### src/rtl/mtr_drv_nch_if.sv
// Bundle of the mtr_drv_nch control inputs and bridge-leg outputs.
// Clock and reset stay as plain ports on the driver.
interface mtr_drv_nch_if #(
  parameter int NUM_CH = 2,
  parameter int PWM_W  = 11
);
  logic                      en;
  logic [NUM_CH*PWM_W-1:0]   spd;
  logic [NUM_CH-1:0]         rev;
  logic [NUM_CH-1:0]         PWM_frwrd;
  logic [NUM_CH-1:0]         PWM_rev;
  logic [NUM_CH-1:0]         rev_busy;
  logic                      period_start;

  modport master (
    output en, spd, rev,
    input  PWM_frwrd, PWM_rev, rev_busy, period_start
  );

  modport slave (
    input  en, spd, rev,
    output PWM_frwrd, PWM_rev, rev_busy, period_start
  );
endinterface

### src/rtl/mtr_drv_nch.sv
// N-channel H-bridge PWM driver: shared PWM counter, double-buffered duty/direction
// and a per-channel dead-time FSM that keeps both legs low after a reversal.
//
// state | meaning
// DRIVE | legs follow duty compare, leg chosen by dir_q
// DEAD  | both legs low after a reversal, dead counter running
module mtr_drv_nch #(
  parameter int NUM_CH   = 2,
  parameter int PWM_W    = 11,
  parameter int DEAD_CYC = 32
) (
  input  logic            clk,
  input  logic            rst,
  mtr_drv_nch_if.slave    bus
);

  localparam logic [PWM_W-1:0] CNT_MAX   = {PWM_W{1'b1}};
  localparam logic [PWM_W-1:0] DEAD_INIT = PWM_W'(DEAD_CYC - 1);

  typedef enum logic {DRIVE, DEAD} state_t;

  logic [PWM_W-1:0]  cnt;
  logic [PWM_W-1:0]  spd_q    [NUM_CH];
  logic [PWM_W-1:0]  dead_cnt [NUM_CH];
  logic [NUM_CH-1:0] dir_q;
  state_t            st       [NUM_CH];
  logic              load;

  assign load = (cnt == CNT_MAX);

  always_ff @(posedge clk or posedge rst) begin
    if (rst) begin
      cnt              <= '0;
      dir_q            <= '0;
      bus.period_start <= 1'b0;
      bus.PWM_frwrd    <= '0;
      bus.PWM_rev      <= '0;
      bus.rev_busy     <= '0;
      for (int i = 0; i < NUM_CH; i++) begin
        spd_q[i]    <= '0;
        dead_cnt[i] <= '0;
        st[i]       <= DRIVE;
      end
    end else begin
      cnt              <= cnt + 1'b1;
      bus.period_start <= load;
      for (int i = 0; i < NUM_CH; i++) begin
        if (load)
          spd_q[i] <= bus.spd[i*PWM_W +: PWM_W];

        if (st[i] == DEAD) begin
          bus.PWM_frwrd[i] <= 1'b0;
          bus.PWM_rev[i]   <= 1'b0;
          if (dead_cnt[i] == '0) begin
            st[i]           <= DRIVE;
            bus.rev_busy[i] <= 1'b0;
          end else begin
            dead_cnt[i]     <= dead_cnt[i] - 1'b1;
            bus.rev_busy[i] <= 1'b1;
          end
        end else if (load && (bus.rev[i] != dir_q[i])) begin
          // Legs are cleared on the same edge dir_q flips, so no overlap cycle can occur.
          dir_q[i]         <= bus.rev[i];
          dead_cnt[i]      <= DEAD_INIT;
          st[i]            <= DEAD;
          bus.PWM_frwrd[i] <= 1'b0;
          bus.PWM_rev[i]   <= 1'b0;
          bus.rev_busy[i]  <= 1'b1;
        end else begin
          bus.PWM_frwrd[i] <= bus.en & (cnt < spd_q[i]) & ~dir_q[i];
          bus.PWM_rev[i]   <= bus.en & (cnt < spd_q[i]) &  dir_q[i];
          bus.rev_busy[i]  <= 1'b0;
        end
      end
    end
  end

endmodule
### src/flat_wrapper.sv
// flat-port wrapper written by rule: the top's interface ports become plain ports
module mtr_drv_nch_flat 
#(
  parameter int NUM_CH   = 2,
  parameter int PWM_W    = 11,
  parameter int DEAD_CYC = 32
)
  (clk, rst, bus_en, bus_spd, bus_rev, bus_PWM_frwrd, bus_PWM_rev, bus_rev_busy, bus_period_start);
  mtr_drv_nch_if #(.NUM_CH(NUM_CH), .PWM_W(PWM_W)) bus_i ();
  input  logic clk;
  input  logic rst;
  input wire logic [$bits(bus_i.en)-1:0] bus_en;
  input wire logic [$bits(bus_i.spd)-1:0] bus_spd;
  input wire logic [$bits(bus_i.rev)-1:0] bus_rev;
  output wire logic [$bits(bus_i.PWM_frwrd)-1:0] bus_PWM_frwrd;
  output wire logic [$bits(bus_i.PWM_rev)-1:0] bus_PWM_rev;
  output wire logic [$bits(bus_i.rev_busy)-1:0] bus_rev_busy;
  output wire logic [$bits(bus_i.period_start)-1:0] bus_period_start;
  assign bus_i.en = bus_en;
  assign bus_i.spd = bus_spd;
  assign bus_i.rev = bus_rev;
  assign bus_PWM_frwrd = bus_i.PWM_frwrd;
  assign bus_PWM_rev = bus_i.PWM_rev;
  assign bus_rev_busy = bus_i.rev_busy;
  assign bus_period_start = bus_i.period_start;
  mtr_drv_nch #(.NUM_CH(NUM_CH), .PWM_W(PWM_W), .DEAD_CYC(DEAD_CYC)) u_core (.clk(clk), .rst(rst), .bus(bus_i));
endmodule
### config.mk
export PLATFORM = sky130hd
export DESIGN_NAME = mtr_drv_nch_flat
export DESIGN_NICKNAME = d
export VERILOG_FILES = /design/src/rtl/mtr_drv_nch_if.sv /design/src/rtl/mtr_drv_nch.sv /design/src/flat_wrapper.sv
export SDC_FILE = /design/constraint.sdc
export NUM_CORES = 1
export LEC_CHECK = 0
export BUFFER_PORTS_ARGS = -buffer_cell sky130_fd_sc_hd__buf_2
export CAP_MARGIN = 25
export CELL_PAD_IN_SITES_DETAIL_PLACEMENT = 0
export CELL_PAD_IN_SITES_GLOBAL_PLACEMENT = 1
export CORE_MARGIN = 5
export CORE_UTILIZATION = 49
export DETAILED_ROUTE_END_ITERATION = 8
export HOLD_SLACK_MARGIN = 0.02
export PLACE_DENSITY_LB_ADDON = 0.1
export RECOVER_POWER = 100
export SLEW_MARGIN = 10
export SYNTH_ARGS = -nofsm -noshare
export SYNTH_HDL_FRONTEND = slang
export SYNTH_SLANG_ARGS = --single-unit
### constraint.sdc
create_clock -name clk -period 4.9 [get_ports clk]
set_input_delay 0.49 -clock clk [delete_from_list [all_inputs] [get_ports clk]]
set_output_delay 0.49 -clock clk [all_outputs]
set_load 0.02 [all_outputs]
# Word level (Yosys, flattened, before mapping)
# Index checks and enable logic that the tools add are counted.
# word_totals
reg_bits	66
wordCells	63
output_inout_bits	7
input_bits	27
# op_classes
bitwise	10
n_addsub	3
n_eq_ne	5
n_lt_le_gt_ge	2
n_reduce_logical	10
mux	20
# ops
operator	count
two-way mux 11 bit	6
zero test 11 bit	2
less-than comparator 11 bit	2
subtractor 11 x 1 -> 11 bit (second input constant)	2
two-way mux 1 bit	14
adder 11 x 1 -> 11 bit (second input constant)	1
== test 11 bit (second input constant)	1
AND reduction 2 bit	4
AND 1 bit	6
!= test 2 bit (second input constant)	2
inverter 1 bit	4
nonzero test 2 bit	2
logical AND 1 bit	2
!= test 1 bit	2

# Depth between registers and ports, before layout
# Gate-level depths: netlist of the first run.
# depth
depth_word	5
depth_mapped	8
mapped_depth_nobuf	6

# Worst setup path after synthesis of the first run
# No wires, ideal clock.
# synth_timing
path_type	register -> register
from	register u_core.cnt[1]
to	register u_core.dead_cnt[10] in the netlist's numbering
path_stages_with_launch	7
t_arrival_ns	1.755
setup_slack_ns	3.026
setup_ns	0.120
path_buffers	1
cell_sequence	dfrtp_1 -> ha_1 -> nand4_1 -> or3_1 -> buf_2 -> or3_4 -> and3_1
# synth_between
elab_chain_len	4
# synth_lines
item	line	source
from (decl)	mtr_drv_nch.sv:22	logic [PWM_W-1:0] cnt;
from (signal assigned)	mtr_drv_nch.sv:45	cnt <= cnt + 1'b1;
== test 11 bit	mtr_drv_nch.sv:29	assign load = (cnt == CNT_MAX);
logical AND 1 bit	mtr_drv_nch.sv:61	end else if (load && (bus.rev[i] != dir_q[i])) begin
nonzero test 2 bit (no source line)	n/a	
AND reduction 2 bit (no source line)	n/a	
to (signal, indexed assignment)	mtr_drv_nch.sv:58	dead_cnt[i] <= dead_cnt[i] - 1'b1;
to (decl)	mtr_drv_nch.sv:24	logic [PWM_W-1:0] dead_cnt [NUM_CH];
# Every way passes these cells.
# A chain may end at the register's enable or synchronous reset.

# Worst setup path in the final report of the first run
# layout_timing
from	register u_core.cnt[1]
to	register u_core.dead_cnt[18] in the netlist's numbering
# The elaborated chain is that of the path after synthesis.

==> results.tsv, run 1 <==
metric	value	unit
hold_viol	0	
dpl.cell_count	447	
h-tree-depth	3	
crit_required	5.11	ns
slew_headroom	24.6	%
die_area	8500	um2
path_class	flop to flop	
synth_top_family_by_area	simple AND/OR/NAND/NOR gates	
place_area	3560	um2
reg2reg_slack	1.76	ns
slew_viol_final	0	
grt_use_total	17.1	%
clock_path_buffers	2	
clkSlewWorstSetupHoldPaths	0.07	ns
area_growth	11.2	%
finalCritPeriodShare	64.0	%
synth-compound-area-share	14.6	%
arrival	3.35	ns
crit_path_end_kind	flop	
grt_setup_unrepaired	no	
clock-root-buffer	clkbuf_8	
worst_clock_skew	0.00785	ns
vias	2483	
critPathMaxStageDelay	0.88	ns
synthCells	339	
worst_pin_slew	1.13	ns
final_area	3680	um2
synth_adder_area_share	8.69	%
worst_ir_drop_vdd	0.175	mV
grt_max_degree	65	
grt_pass1_wl	11500	um
outcome	finished, final reports clean	
synth_xor_xnor_area_share	3.44	%
synth.avg_cell_area	9.77	um2
synth_cell_types	49	
dr.pass1.iters	4	
post_cts_buffers	0	
numCtsBuffers	9	
hold_buffers	0	
maxCapViolations	0	
slowest_stage	inv_1	
cp-start-kind	flop	
yosysWarnings	0	
syn_area	3310	um2
fmax	0.319	GHz
cpLargestDelayFamily	simple AND/OR/NAND/NOR gates	
die_h	92.2	um
hold_class	input pin to flop	
dp_hpwl	4810	um
drive_gt1_share	12.6	%
drc	0	
yosysSeqAreaShare	48.4	%
cts_tree	done	
drt-vias-per-instance	5.39	
routedWlPerCell	14.5	um
grt_pass1_vias	2368	
final_common_cell	dfrtp_1	
drtIter0Drc	117	
clk_latency	0.33	ns
synth_edf_count	0	
overflow	0	
final_antenna_net_count	0	
muxShareOfSynthArea	0.302	%
setup_viol	0	
fin_setup_tns	0	ns
yosys.area_share.simple	19.7	%
nets	428	
numPortBuffers	33	
min_period	3.14	ns
layout_common_cells	dfrtp_1 (64), nand2_1 (41), inv_1 (35)	
io_pins	34	
ys.flop_type	dfrtp_1	
synthArstFlopShare	100	%
core	6680	um2
diodes	0	
instances_no_fill	461	
place.gp.congestion	0.842	
initial_core_util	49.6	%
antenna_found_initial	0	
cp_cell_sequence	ha_1, nand4_1, or3_1, inv_1, nand2_1, a311o_1	
wirelength	6680	um
p_leak	0.00184	uW
power.density	296	nW/um2
ctsResizeCount	0	
clock_sinks	64	
worstPathMaxFanout	46	
syn-num-nets	389	
ys_ff_latch	64	
rows	30	
cp_num_buf_inv	1	
die_w	92.2	um
==> layout make-up <==
type | instances | area, um2
timing repair buffer | 35 | 171
clock inverter | 1 | 5.00
fill | 640 | 3000
clock buffer | 13 | 149
sequential | 64 | 1600
tap | 80 | 100
inverter | 35 | 131
multi-input combinational | 233 | 1520
==> routing by layer <==
layer  share of wire, %  up-vias  global-route usage [%]  routed length, um
li1                   -     1279                       -                  -
met1                 53     1152                    25.6               3510
met2                 42       42                    23.7               2780
met3                4.0       10                    3.45                265
met4                1.9        0                    7.43                125
met5                  0        -                       0                  0
==> flip-flops by register name (all words and copies together) (netlist names) <==
name	cells
u_core.bus.rev_busy	2
u_core.cnt	11
u_core.dead_cnt	22
u_core.bus.PWM_rev	2
u_core.spd_q	22
u_core.dir_q	2
u_core.bus.PWM_frwrd	2
u_core.bus.period_start	1
==> synthesized netlist by cell type (2+ instances only) <==
| cell | instances | area, um2 |
|---|---|---|
| inv_1 | 34 | 128 |
| xor2_1 | 7 | 61.3 |
| a311o_1 | 2 | 20.0 |
| and3_1 | 9 | 56.3 |
| a211oi_1 | 4 | 30.0 |
| a31o_2 | 3 | 26.3 |
| nand2_1 | 40 | 150 |
| ha_1 | 23 | 288 |
| dfrtp_1 | 64 | 1600 |
| o211a_1 | 3 | 30.0 |
| nand2b_1 | 4 | 25.0 |
| a21o_1 | 2 | 15.0 |
| nor4_1 | 2 | 12.5 |
| or2_2 | 3 | 18.8 |
| a21oi_1 | 11 | 55.1 |
| nand3_1 | 12 | 60.1 |
| a211o_1 | 3 | 26.3 |
| a31oi_1 | 5 | 31.3 |
| nor3_1 | 16 | 80.1 |
| nand4_1 | 7 | 43.8 |
| nor2_1 | 12 | 45.0 |
| xnor2_1 | 6 | 52.6 |
| clkbuf_1 | 3 | 11.3 |
| nor3b_1 | 2 | 15.0 |
| o31ai_1 | 2 | 15.0 |
| or3_1 | 2 | 12.5 |
| nand4b_1 | 2 | 17.5 |
| o21ai_0 | 26 | 130 |
| o211ai_1 | 6 | 45.0 |
| nor4b_2 | 2 | 30.0 |
| buf_2 | 4 | 20.0 |
==> where the power goes <==
group / switching, uW / internal (uW)
combinational: 58.4 / 49.7
sequential: 40.9 / 563
clock: 184 / 192
total: 284 / 804
==> tightest hold or removal path: cells and delay by family <==
| kind | cells | cell delay [ns] |
|---|---|---|
| AO/OA/AOI/OAI | 1 | 0.05 |
| buffers and inverters | 1 | 0.08 |
| AND/OR/NAND/NOR | 1 | 0.03 |
==> path summary, 6_finish.rpt <==
kind                                             start  cells past startpoint                                 to
setup / recovery               u_core.cnt[1]$_DFF_PP0_                      6    u_core.dead_cnt[18]$_DFFE_PP0P_
hold reg to reg            u_core.spd_q[0]$_DFFE_PP0P_                      2        u_core.spd_q[0]$_DFFE_PP0P_
min in group asynchronous                          rst                      3  u_core.bus.PWM_frwrd[0]$_DFF_PP0_
hold / removal                              bus_spd[3]                      3       u_core.spd_q[14]$_DFFE_PP0P_
setup reg to reg               u_core.cnt[1]$_DFF_PP0_                      6    u_core.dead_cnt[18]$_DFFE_PP0P_
max in group asynchronous                          rst                      3       u_core.spd_q[18]$_DFFE_PP0P_
==> kinds of logic after synthesis <==
kind of cell,after synthesis
AND/OR/NAND/NOR,122
AO/OA/AOI/OAI,74
flip-flops,64
buffers and inverters,42
adder cells (fa/ha/maj),23
XOR/XNOR,13
multiplexers,1
==> metrics by stage <==
step / hold WS, ns / util, % / total power [uW] / worst slack (ns)
6_report: 0.356 / 55.1 / 1090 / 1.76
5_1_grt: 0.351 / 55.1 / 1150 / 1.40
4_1_cts: 0.341 / 55.6 / 1100 / 2.26
3_5_place_dp: 0.475 / 53.3 / 725 / 2.28
3_3_place_gp: 0.473 / 53.3 / 719 / 2.32
2_1_floorplan: 0.447 / - / 686 / 2.81
(Power assumes the default switching activity.)
==> inputs of run 2 (changes only) <==
--- a/config.mk
+++ b/config.mk
@@ -5,12 +5,13 @@
 export SDC_FILE = /design/constraint.sdc
 export NUM_CORES = 1
 export LEC_CHECK = 0
+export ABC_AREA = 1
 export BUFFER_PORTS_ARGS = -buffer_cell sky130_fd_sc_hd__buf_2
 export CAP_MARGIN = 25
 export CELL_PAD_IN_SITES_DETAIL_PLACEMENT = 0
 export CELL_PAD_IN_SITES_GLOBAL_PLACEMENT = 1
 export CORE_MARGIN = 5
-export CORE_UTILIZATION = 49
+export CORE_UTILIZATION = 45
 export DETAILED_ROUTE_END_ITERATION = 8
 export HOLD_SLACK_MARGIN = 0.02
 export PLACE_DENSITY_LB_ADDON = 0.1
==> constraint.sdc (replaced) <==
create_clock -name clk -period 3 [get_ports clk]
set_input_delay 0.3 -clock clk [delete_from_list [all_inputs] [get_ports clk]]
set_output_delay 0.3 -clock clk [all_outputs]
set_load 0.02 [all_outputs]
==> results.tsv, run 2 <==
metric	value	unit	change
outcome	finished with violations		was finished, final reports clean
violations	max-capacitance violations, max-slew violations		
worst_slack	0.729	ns	was 1.76 ns
post_cts_buffers	0		unchanged
fin_setup_tns	0	ns	unchanged
antenna_found_initial	0		unchanged
routedWlPerCell	12.1	um	was 14.5 um
numPortBuffers	33		unchanged
grt_max_degree	65		unchanged
drive_gt1_share	16.2	%	was 12.6%
area_growth	9.20	%	was 11.2%
initial_core_util	45.7	%	was 49.6%
syn_area	3700	um2	was 3310 um2
final_common_cell	nand2_1		was dfrtp_1
synth_area_leader_cell	dfrtp_1		unchanged
synth_most_common_cell	nand2_1		was dfrtp_1
grt_use_total	15.6	%	was 17.1%
die_w	101	um	was 92.2 um
diodes	0		unchanged
numCtsBuffers	9		unchanged
h-tree-depth	3		unchanged
dr.pass1.iters	4		unchanged
synth_cell_types	28		was 49
min_period	2.27	ns	was 3.14 ns
cp-startpoint	u_core.cnt[1]$_DFF_PP0_		unchanged
post-place-ws	1.01	ns	was 2.28 ns
clock_path_buffers	2		unchanged
core	8090	um2	was 6680 um2
synth.top_cells.by_count	nand2_1 (113), dfrtp_1 (64), inv_1 (52), nor2_1 (38), nand3_1 (36)		was dfrtp_1 (64), nand2_1 (40), inv_1 (34), o21ai_0 (26), ha_1 (23)
clock-root-buffer	clkbuf_8		unchanged
p_leak	0.00209	uW	was 0.00184 uW
hp-start	bus_spd[10]		was bus_spd[3]
crit_path_end_kind	flop		unchanged
grt_setup_unrepaired	no		unchanged
fmax	0.440	GHz	was 0.319 GHz
ctsResizeCount	0		unchanged
arrival	2.55	ns	was 3.35 ns
drt-vias-per-instance	4.83		was 5.39
maxCapViolations	1		was 0
cpLargestDelayFamily	simple AND/OR/NAND/NOR gates		unchanged
drc	0		unchanged
dp_hpwl	5070	um	was 4810 um
grt_pass1_wl	12600	um	was 11500 um
layout_common_cells	nand2_1 (125), dfrtp_1 (64), inv_1 (51)		was dfrtp_1 (64), nand2_1 (41), inv_1 (35)
crit_top_cell	nand2_1		
drtIter0Drc	93		was 117
instances_no_fill	580		was 461
synthArstFlopShare	100	%	unchanged
cp_cell_sequence	ha_1, nand2_2, nor2_1, nand2_4, nor2_8, nand3_1, nand2_1, nand2_1, nand2_1		was ha_1, nand4_1, or3_1, inv_1, nand2_1, a311o_1
hold_class	input pin to flop		unchanged
finalCritPeriodShare	75.7	%	was 64.0%
hold_viol	0		unchanged
crit_required	3.28	ns	was 5.11 ns
synth.avg_cell_area	8.56	um2	was 9.77 um2
io_pins	34		unchanged
slowest_stage	nand3_1		was inv_1
top_regs	u_core.dead_cnt x22, u_core.spd_q x22, u_core.cnt x11		unchanged
worstPathMaxFanout	16		was 46
final_antenna_net_count	0		unchanged
cts_tree	done		unchanged
worst_ir_drop_vdd	0.245	mV	was 0.175 mV
fill_cells	809		was 640
power.density	434	nW/um2	was 296 nW/um2
vias	2802		was 2483
syn-num-nets	482		was 389
synthCells	432		was 339
die_area	10100	um2	was 8500 um2
worstReg2RegStart	u_core.cnt[1]$_DFF_PP0_		unchanged
synthTopCellsByArea	dfrtp_1 (43%), nand2_1 (11%), ha_1 (7.8%), inv_1 (5.3%), nand3_1 (4.9%)		was dfrtp_1 (48%), ha_1 (8.7%), nand2_1 (4.5%), o21ai_0 (3.9%), inv_1 (3.9%)
worst_clock_skew	0.0124	ns	was 0.00785 ns
synth_top_area_share	43.3	%	was 48.4%
clock_sinks	64		unchanged
slew_viol_final	65		was 0
nets	520		was 428
critPathMaxStageDelay	0.42	ns	was 0.88 ns
place.gp.congestion	0.784		was 0.842
synth_edf_count	0		unchanged
rows	33		was 30
wirelength	7030	um	was 6680 um
cp-start-kind	flop		unchanged
grt_pass1_vias	2722		was 2368
ys_ff_latch	64		unchanged
slew_headroom	-5.56	%	was 24.6%
overflow	0		unchanged
ys.flop_type	dfrtp_1		unchanged
yosysSeqAreaShare	43.3	%	was 48.4%
yosysWarnings	0		unchanged
dpl.cell_count	563		was 447
path_class	flop to flop		unchanged
worst_pin_slew	1.58	ns	was 1.13 ns
setup_viol	0		unchanged
clkSlewWorstSetupHoldPaths	0.08	ns	was 0.07 ns
clk_latency	0.35	ns	was 0.33 ns
cp_num_buf_inv	0		was 1
die_h	101	um	was 92.2 um
-- run 2: cell count changes after synthesis, moves of 12 or more --
cell / delta
nor2_1: +26
nand2_2: +16
nand2_1: +73
o21ai_0: -15
nand3_1: +24
inv_1: +18
nor3_1: -12
o21ai_2: +16
-- run 2: worst paths after layout --
kind / cells past startpoint / slack (ns) / endpoint
max in group asynchronous: 4 / 1.03 / u_core.spd_q[11]$_DFFE_PP0P_
max: 9 / 0.73 / u_core.dead_cnt[14]$_DFFE_PP0P_
min reg2reg: 2 / 0.48 / u_core.spd_q[11]$_DFFE_PP0P_
min: 3 / 0.15 / u_core.spd_q[21]$_DFFE_PP0P_
min in group asynchronous: 4 / 1.05 / u_core.dead_cnt[6]$_DFFE_PP0P_
max reg2reg: 9 / 0.73 / u_core.dead_cnt[14]$_DFFE_PP0P_
-- run 2: cells by family after synthesis --
logic type	count (synthesis)	share of synthesized area [%]
DFF	64	43.3
AOI/OAI and AO/OA	36	6.57
buffers and inverters	61	8.63
and+or+nand+nor	235	30.6
adders and majority gates	23	7.78
xor gates and xnor gates	13	3.08
-- run 2: layer usage --
layer | up-vias | global-route usage (%) | share of wire (%) | wire length (um)
met5 | - | 0 | 0 | 0
met4 | 0 | 7.05 | 1.6 | 109
met3 | 12 | 3.94 | 4.7 | 330
met1 | 1290 | 21.3 | 49 | 3470
met2 | 56 | 23.2 | 44 | 3120
li1 | 1444 | - | - | -
-- run 2: worst reg2reg max path: stages, from the launching register on --
cell and delay [ns]:
dfrtp_1 0.40, ha_1 0.22, nand2_2 0.07, nor2_1 0.24
nand2_4 0.12, nor2_8 0.23, nand3_1 0.42, nand2_1 0.36
nand2_1 0.09, nand2_1 0.07
-- run 2: what timing repair did --
action	4_1_cts	5_1_grt
setup endpoints to repair	0	0
hold buffers	1	0
hold endpoints to repair	22	0
-- run 2: area by class of cell --
cell class / count / area [um2] / area share, %
multi-input cells: 307 / 1700 / 42.2
clock buffers: 9 / 124 / 3.07
well taps: 105 / 131 / 3.25
flip-flops and latches: 64 / 1600 / 39.7
clock inverters: 7 / 103 / 2.54
repair buffers: 36 / 179 / 4.43
inverters: 52 / 195 / 4.83
-- run 2: stage by stage --
stage	util, %	cell area [um2]	total power [uW]	hold slack (ns)
2_1_floorplan	-	3700	896	0.409
3_5_place_dp	48.2	3900	925	0.402
6_report	49.9	4040	1750	0.152
4_1_cts	51.1	4130	1790	0.130
3_3_place_gp	48.2	3900	925	0.400
5_1_grt	49.9	4040	1830	0.130
-- run 2: report_power, final --
group	switching [uW]	total, uW	internal (uW)	leakage [uW]
sequential	0	862	862	0.000708
combinational	25.9	40.9	15.0	0.00127
clock	371	847	476	0.000110
==> inputs of run 3 (changes only) <==
==> constraint.sdc (replaced) <==
create_clock -name clk -period 2.2 [get_ports clk]
set_input_delay 0.22 -clock clk [delete_from_list [all_inputs] [get_ports clk]]
set_output_delay 0.22 -clock clk [all_outputs]
set_load 0.02 [all_outputs]
==> results.tsv, run 3 (same netlist as run 2, synthesis figures left out) <==
metric	value	unit	change
outcome	finished, final reports clean		was finished with violations
cts_tree	done		unchanged
drive_gt1_share	16.9	%	was 16.2%
numPortBuffers	33		unchanged
clkSlewWorstSetupHoldPaths	0.08	ns	about the same
dr.pass1.iters	4		unchanged
die_area	10100	um2	unchanged
hold_class	input pin to flop		unchanged
final_common_cell	nand2_1		unchanged
clock_sinks	64		unchanged
cp-startpoint	u_core.dead_cnt[0]$_DFFE_PP0P_		was u_core.cnt[1]$_DFF_PP0_
setup_viol	0		unchanged
clk_latency	0.33	ns	was 0.35 ns
hold_viol	0		unchanged
routedWlPerCell	12.1	um	about the same
rows	33		unchanged
layout_common_cells	nand2_1 (122), dfrtp_1 (64), inv_1 (52)		was nand2_1 (125), dfrtp_1 (64), inv_1 (51)
dpl.cell_count	566		was 563
fmax	0.509	GHz	was 0.440 GHz
finalCritPeriodShare	89.3	%	was 75.7%
area_growth	9.27	%	was 9.20%
worstPathMaxFanout	8		was 16
core	8090	um2	unchanged
h-tree-depth	3		unchanged
fin_setup_tns	0	ns	unchanged
min_period	1.96	ns	was 2.27 ns
clock_path_buffers	2		unchanged
die_w	101	um	unchanged
crit_path_end_kind	flop		unchanged
hold-worst-slack	0.0889	ns	was 0.152 ns
maxCapViolations	0		was 1
nets	523		was 520
drc	0		unchanged
slew_headroom	40.0	%	was -5.56%
initial_core_util	45.7	%	unchanged
instances_no_fill	583		was 580
diodes	0		unchanged
path_class	flop to flop		unchanged
worst_ir_drop_vdd	0.283	mV	was 0.245 mV
crit_required	2.41	ns	was 3.28 ns
grt_setup_unrepaired	no		unchanged
clock-root-buffer	clkbuf_8		unchanged
wirelength	7050	um	was 7030 um
worst_pin_slew	0.899	ns	was 1.58 ns
top_regs	u_core.dead_cnt x22, u_core.spd_q x22, u_core.cnt x11		unchanged
die_h	101	um	unchanged
slew_viol_final	0		was 65
drt-vias-per-instance	4.76		was 4.83
final_antenna_net_count	0		unchanged
p_leak	0.00210	uW	was 0.00209 uW
worstReg2RegStart	u_core.dead_cnt[0]$_DFFE_PP0P_		was u_core.cnt[1]$_DFF_PP0_
arrival	2.18	ns	was 2.55 ns
antenna_found_initial	0		unchanged
overflow	0		unchanged
power.density	557	nW/um2	was 434 nW/um2
place.gp.congestion	0.779		was 0.784
cp-start-kind	flop		unchanged
grt_max_degree	42		was 65
hp-start	bus_spd[10]		unchanged
dp_hpwl	5300	um	was 5070 um
worst_clock_skew	0.0129	ns	was 0.0124 ns
io_pins	34		unchanged
numCtsBuffers	9		unchanged
grt_use_total	15.9	%	was 15.6%
vias	2773		was 2802
drtIter0Drc	72		was 93
grt_pass1_vias	2734		was 2722
grt_pass1_wl	12700	um	was 12600 um
==> run 3: cell count changes in the layout (fill, tap and decap cells not counted), sizes merged <==
| cell | delta |
|---|---|
| clkbuf | +8 |
| bufinv | -1 |
| inv | -1 |
| clkinvlp | -1 |
| buf | -1 |
| clkinv | -1 |
==> run 3: path summary, 6_finish.rpt <==
kind | depth (start not counted) | end | slack [ns]
worst min-delay path | 3 | u_core.spd_q[21]$_DFFE_PP0P_ | 0.09
worst max register to register | 9 | u_core.dead_cnt[6]$_DFFE_PP0P_ | 0.24
max in group asynchronous | 4 | u_core.cnt[3]$_DFF_PP0_ | 0.38
worst max-delay path | 9 | u_core.dead_cnt[6]$_DFFE_PP0P_ | 0.24
worst min register to register | 2 | u_core.spd_q[0]$_DFFE_PP0P_ | 0.47
min in group asynchronous | 3 | u_core.dead_cnt[0]$_DFFE_PP0P_ | 0.61
==> run 3: critical path: stages, from the launching register on <==
cell,delay (ns)
dfrtp_1,0.38
inv_1,0.12
ha_1,0.28
nand2_1,0.15
nor2_1,0.13
nand2_1,0.05
nand2_1,0.30
nand2_1,0.27
nand2_1,0.11
nand2_1,0.05
==> run 3: power breakdown <==
group / total [uW] / leakage (uW) / internal, uW / switching (uW)
logic: 57.2 / 0.00129 / 20.8 / 36.4
registers: 1180 / 0.000708 / 1180 / 0
clock network: 1020 / 0.000103 / 583 / 433
==> run 3: cell type report <==
| cell class | count | area [um2] |
|---|---|---|
| fillers | 840 | 4050 |
| multi-input cells | 307 | 1720 |
| flip-flops and latches | 64 | 1600 |
| inverters | 52 | 195 |
| repair buffers | 39 | 193 |
| clock buffers | 13 | 159 |
| well taps | 105 | 131 |
| clock inverters | 3 | 40.0 |
==> run 3: metal layers <==
layer,track usage (%),up-vias,wire (um),share of wire [%]
li1,-,1454,-,-
met1,22.4,1282,3690,52
met2,23.8,33,3030,43
met3,4.01,4,267,3.8
met4,4.97,0,62,0.88
met5,0,-,0,0
==> run 3: stage by stage <==
step | power, uW | setup slack [ns] | instance area, um2 | utilization [%]
floorplan | 1220 | 0.382 | 3700 | -
global placement | 1260 | 0.312 | 3920 | 48.4
detailed placement | 1260 | 0.289 | 3920 | 48.4
CTS | 2300 | 0.276 | 4130 | 51.0
global route | 2370 | 0.0476 | 4040 | 49.9
finish | 2250 | 0.236 | 4040 | 49.9
==> run 3: what timing repair did <==
item / CTS / global route
resized for setup: 0 / 0
hold buffers: 1 / 0
buffers inserted: 0 / 0
hold endpoints to repair: 23 / 0
